<file path="config.mk">
export PLATFORM = sky130hd
export DESIGN_NAME = decoder_n_buffered
export DESIGN_NICKNAME = d
export VERILOG_FILES = /design/src/rtl/decoder_n_buffered.sv
export SDC_FILE = /design/constraint.sdc
export NUM_CORES = 1
export LEC_CHECK = 0
export ABC_AREA = 1
export CAP_MARGIN = 5
export CORE_ASPECT_RATIO = 0.75
export CORE_MARGIN = 2
export CORE_UTILIZATION = 50
export CTS_CLUSTER_SIZE = 14
export DETAILED_ROUTE_END_ITERATION = 10
export MAX_ROUTING_LAYER = met4
export PLACE_DENSITY = 0.85
export SYNTH_ARGS = -nofsm -noshare
export SYNTH_HDL_FRONTEND = slang
export SYNTH_SLANG_ARGS = --single-unit
export TNS_END_PERCENT = 20
</file>
<file path="constraint.sdc">
create_clock -name CLK -period 3.62 [get_ports CLK]
set_clock_uncertainty 0.05 [all_clocks]
set_input_delay 1.086 -clock CLK [delete_from_list [all_inputs] [get_ports CLK]]
set_output_delay 1.086 -clock CLK [all_outputs]
set_load 0.01 [all_outputs]
</file>
<file path="src/rtl/decoder_n_buffered.sv">
// Join of data token In with select token S, routed into one of NOUT per-output FIFOs.
// Optional broadcast on select code NOUT when DECODER_BCAST_EN is defined.
module decoder_n_buffered #(
    parameter int W     = 9,
    parameter int NOUT  = 2,
    parameter int DEPTH = 2,
    parameter int SW    = $clog2(NOUT + 1)
) (
    input  logic              CLK,
    input  logic              _RESET,
    input  logic [W-1:0]      in_data,
    input  logic              in_valid,
    output logic              in_ready,
    input  logic [SW-1:0]     s_data,
    input  logic              s_valid,
    output logic              s_ready,
    output logic [NOUT*W-1:0] out_data,
    output logic [NOUT-1:0]   out_valid,
    input  logic [NOUT-1:0]   out_ready,
    output logic              sel_err
);
    localparam int CW = $clog2(DEPTH + 1);
    localparam int PW = (DEPTH > 1) ? $clog2(DEPTH) : 1;
    localparam logic [CW-1:0] DEPTH_C = CW'(DEPTH);
    localparam logic [PW-1:0] LAST_C  = PW'(DEPTH - 1);
    localparam logic [SW-1:0] NOUT_C  = SW'(NOUT);

    logic [W-1:0]    mem_q    [NOUT][DEPTH];
    logic [W-1:0]    mem_d    [NOUT][DEPTH];
    logic [PW-1:0]   wr_ptr_q [NOUT];
    logic [PW-1:0]   wr_ptr_d [NOUT];
    logic [PW-1:0]   rd_ptr_q [NOUT];
    logic [PW-1:0]   rd_ptr_d [NOUT];
    logic [CW-1:0]   count_q  [NOUT];
    logic [CW-1:0]   count_d  [NOUT];
    logic            sel_err_q, sel_err_d;

    logic [NOUT-1:0] pop, space, push, hit;
    logic            legal, bcast, tgt_space, fire;

    // Head is masked while empty so out_data reads zero after reset.
    always_comb begin
        for (int i = 0; i < NOUT; i++) begin
            out_valid[i]        = (count_q[i] != '0);
            out_data[i*W +: W]  = out_valid[i] ? mem_q[i][rd_ptr_q[i]] : '0;
        end
    end

    always_comb begin
        legal = (s_data < NOUT_C);
`ifdef DECODER_BCAST_EN
        bcast = (s_data == NOUT_C);
`else
        bcast = 1'b0;
`endif
        for (int i = 0; i < NOUT; i++) begin
            pop[i]   = out_valid[i] & out_ready[i];
            space[i] = (count_q[i] < DEPTH_C) | pop[i];
            hit[i]   = legal & (s_data == SW'(i));
        end
        // Illegal selects always have "space" so the pair is drained rather than stalling the link.
        if (bcast)      tgt_space = &space;
        else if (legal) tgt_space = |(space & hit);
        else            tgt_space = 1'b1;

        in_ready  = _RESET & s_valid & tgt_space;
        s_ready   = _RESET & in_valid & tgt_space;
        fire      = in_ready & in_valid;
        push      = fire ? (bcast ? {NOUT{1'b1}} : hit) : '0;
        sel_err_d = fire & ~legal & ~bcast;
    end

    always_comb begin
        mem_d    = mem_q;
        wr_ptr_d = wr_ptr_q;
        rd_ptr_d = rd_ptr_q;
        count_d  = count_q;
        for (int i = 0; i < NOUT; i++) begin
            if (push[i]) begin
                mem_d[i][wr_ptr_q[i]] = in_data;
                wr_ptr_d[i] = (wr_ptr_q[i] == LAST_C) ? '0 : wr_ptr_q[i] + 1'b1;
            end
            if (pop[i]) begin
                rd_ptr_d[i] = (rd_ptr_q[i] == LAST_C) ? '0 : rd_ptr_q[i] + 1'b1;
            end
            case ({push[i], pop[i]})
                2'b10:   count_d[i] = count_q[i] + 1'b1;
                2'b01:   count_d[i] = count_q[i] - 1'b1;
                default: count_d[i] = count_q[i];
            endcase
        end
    end

    always_ff @(posedge CLK) begin
        if (!_RESET) begin
            for (int i = 0; i < NOUT; i++) begin
                for (int j = 0; j < DEPTH; j++) mem_q[i][j] <= '0;
                wr_ptr_q[i] <= '0;
                rd_ptr_q[i] <= '0;
                count_q[i]  <= '0;
            end
            sel_err_q <= 1'b0;
        end else begin
            mem_q     <= mem_d;
            wr_ptr_q  <= wr_ptr_d;
            rd_ptr_q  <= rd_ptr_d;
            count_q   <= count_d;
            sel_err_q <= sel_err_d;
        end
    end

    assign sel_err = sel_err_q;
endmodule

</file>
==> results of run 1 <==
==> critical path, cell delays in order <==
cell and delay (ps):
clkdlybuf4s50_1 450, nor2_1 160, nand2_1 120, nand2_1 100
nor2_1 40, dlygate4sd2_1 270
==> sequential cells by signal, indices dropped and copies added, names as in the netlist <==
register  flops
mem_q        36
rd_ptr_q      2
sel_err       1
count_q       4
wr_ptr_q      2
==> power groups by stage <==
stage / registers [mW] / clock network [mW] / logic [mW]
floorplan: 0.519 / 0 / 0.0748
finish: 0.514 / 0.305 / 0.114
CTS: 0.514 / 0.309 / 0.113
global route: 0.517 / 0.330 / 0.128
global placement: 0.526 / 0 / 0.112
detailed placement: 0.526 / 0 / 0.114
==> kinds of logic (layout without fill, tap and decap cells) <==
family,count (synthesis),in the layout,synth area share [%]
adder cells (fa/ha/maj),2,2,1.03
flip-flops,45,45,37.0
AO/OA/AOI/OAI,50,50,10.3
AND/OR/NAND/NOR,172,172,32.4
buffers and inverters,115,150,18.6
XOR/XNOR,2,2,0.719
==> per-layer routing <==
layer | up-vias | GRT usage, % | wire (um)
met4 | 0 | 6.35 | 45
li1 | 1253 | - | -
met1 | 1025 | 28.1 | 2600
met5 | - | - | 0
met2 | 64 | 34.4 | 2450
met3 | 4 | 4.33 | 312
==> area by class of cell <==
class | instances | area (sq um)
clock buffer | 6 | 72.6
clock inverter | 2 | 10.0
fill | 427 | 1630
inverter | 94 | 353
multi-input combinational | 226 | 1080
sequential | 45 | 901
tap | 57 | 71.3
timing repair buffer | 48 | 455
==> path summary, 6_finish.rpt <==
kind	start	endpoint	cells after the start
setup reg to reg	count_q[3]	count_q[1]	12
hold / removal	count_q[3]	count_q[3]	2
setup / recovery	s_data[1]	in_ready	6
hold reg to reg	count_q[3]	count_q[3]	2
==> through the flow <==
| stage | setup TNS (ps) | util (%) | hold WS [ps] | total power [mW] |
|---|---|---|---|---|
| 3_5_place_dp | -16.1 | 62.7 | 439 | 0.640 |
| 3_3_place_gp | 0 | 62.7 | 427 | 0.637 |
| 4_1_cts | 0 | 64.4 | 451 | 0.937 |
| 6_report | 0 | 64.4 | 451 | 0.933 |
| 2_1_floorplan | 0 | - | 410 | 0.594 |
| 5_1_grt | 0 | 64.4 | 486 | 0.975 |
==> cells in the final DEF, fill, tap and decap left out <==
cell type        count
inv_1               92
nand2_1             83
nor2_1              45
dfxtp_1             45
clkdlybuf4s50_1     37
nand4_1             36
a21oi_1             26
o21ai_0             24
buf_4                9
clkbuf_8             5
nand4_2              4
nor2_2               2
clkinv_1             2
xor2_1               2
ha_1                 2
clkinv_2             2
dlygate4sd2_1        2
nand3_2              1
nor2_4               1
clkbuf_1             1
==> impl_results.md, run 1 <==
* Worst slew margin at 58.6%
* Power per cell area at 317 nW/um^2
* Worst slew pin tran at 620 ps
* Final min period at 3370 ps
* Synthesized net count at 405
* Congestion Overflow GR at 0
* Post-CTS resize count at 2
* Cell Area, Placed at 2870 sq um
* Power Internal at 685 uW
* Switching Fraction at 26.6%
* Clock-pin slew on the worst setup and hold paths at 80 ps
* Via count at 2346
* Fin cells at 478
* R2R setup slack at 1670 ps
* Worst hold path class: flip-flop to flip-flop
* Fin nets at 439
* Die width at 84.6 um
* Number of synthesis warnings at 0
* Area Growth Syn to Fin at 20.9%
* Cell total after placement at 470
* CP max FO at 3
* Setup bufs post-CTS at 0
* Top cells by area, synth: dfxtp_1 (37%), inv_1 (14%), nand2_1 (13%)
* Fmax at 297 MHz
* Design area at 2950 sq um
* Combinational share of power at 12.2%
* Peak VDD IR at 0.164 mV
* Port bufs at 39
* Yosys reg bits at 45
* Clk root buf: clkbuf_8
* EDFF count, synth at 0
* Worst EP required at 2480 ps
* Global-route wire length before repair at 9360 um
* CP arrival at 2230 ps
* RSZ-0062 raised after global routing: false
* Post-synth cell types at 18
* I/O Pins at 40
* Full die area at 5450 sq um
* Routability cong. at 0.802
* Placeable Area at 4570 sq um
* Flop pwr share at 55.1%
* Number of H-tree levels at 2
* Post-synth top cells: inv_1 (92), nand2_1 (83), dfxtp_1 (45), nor2_1 (45), nand4_1 (36)
* Post-synth ARST share at 0%
* Ys flop type: dfxtp_1
* Clock Path Buffers at 2
* Status: completed
* Layout cells sized above 1 at 5.70%
* Final count of hold timing violations at 0
* Max Cap Viol at 0
* Die height at 64.5 um
* DRC violations left at 0
* Post-route ant nets at 0
* Register area share after synthesis at 37.0%
* Hpwl dp at 3840 um
* Hold_buf cts at 0
* TritonCTS Buffers at 5
* Clock sinks at 45
* Synthesized cell area at 2440 sq um
* Pre-CTS setup slack at -16.1 ps
* Routed wire per std cell at 11.3 um
* Initial Util at 53.3%
* Avg Vias per Cell at 4.91
* Area leader, netlist: dfxtp_1
* Switch Pwr at 248 uW
* Startpoint type of the worst setup path: input pin
* Share of Yosys cell area claimed by the top area cell type at 37.0%
* Final Max Slew Viols at 0
* Row count at 21
* Most common cell in the synthesized netlist: inv_1
* Setup violations, final at 0
* First-pass DRT Iterations at 4
* Cell count after synthesis at 386
* Clk_lat worst skew at 300 ps
* WS Path Type: input pin to primary output
* Initial antenna violation count at 0
* Drt initial violations at 194
* Final WL at 5410 um
* Syn avg cell area at 6.31 sq um
* Antenna fix cells at 0
* CP Capture Type: primary output
* Final period util at 93.0%
* CTS tree: built
* Setup ws final at 254 ps
* Leakage at 1.41 nW
* Gr usage total at 21.6%
* Largest net degree at the start of global routing at 40
* Vias in the first global route at 2142
* Clk network pwr share at 32.7%
Power figures use the tool's default switching activity.
==> run 2, diff against run 1 <==
- CAP_MARGIN: 5 -> not set
==> results of run 2 <==
Same layout as run 1: the final DEF is identical, and so are final timing and power.
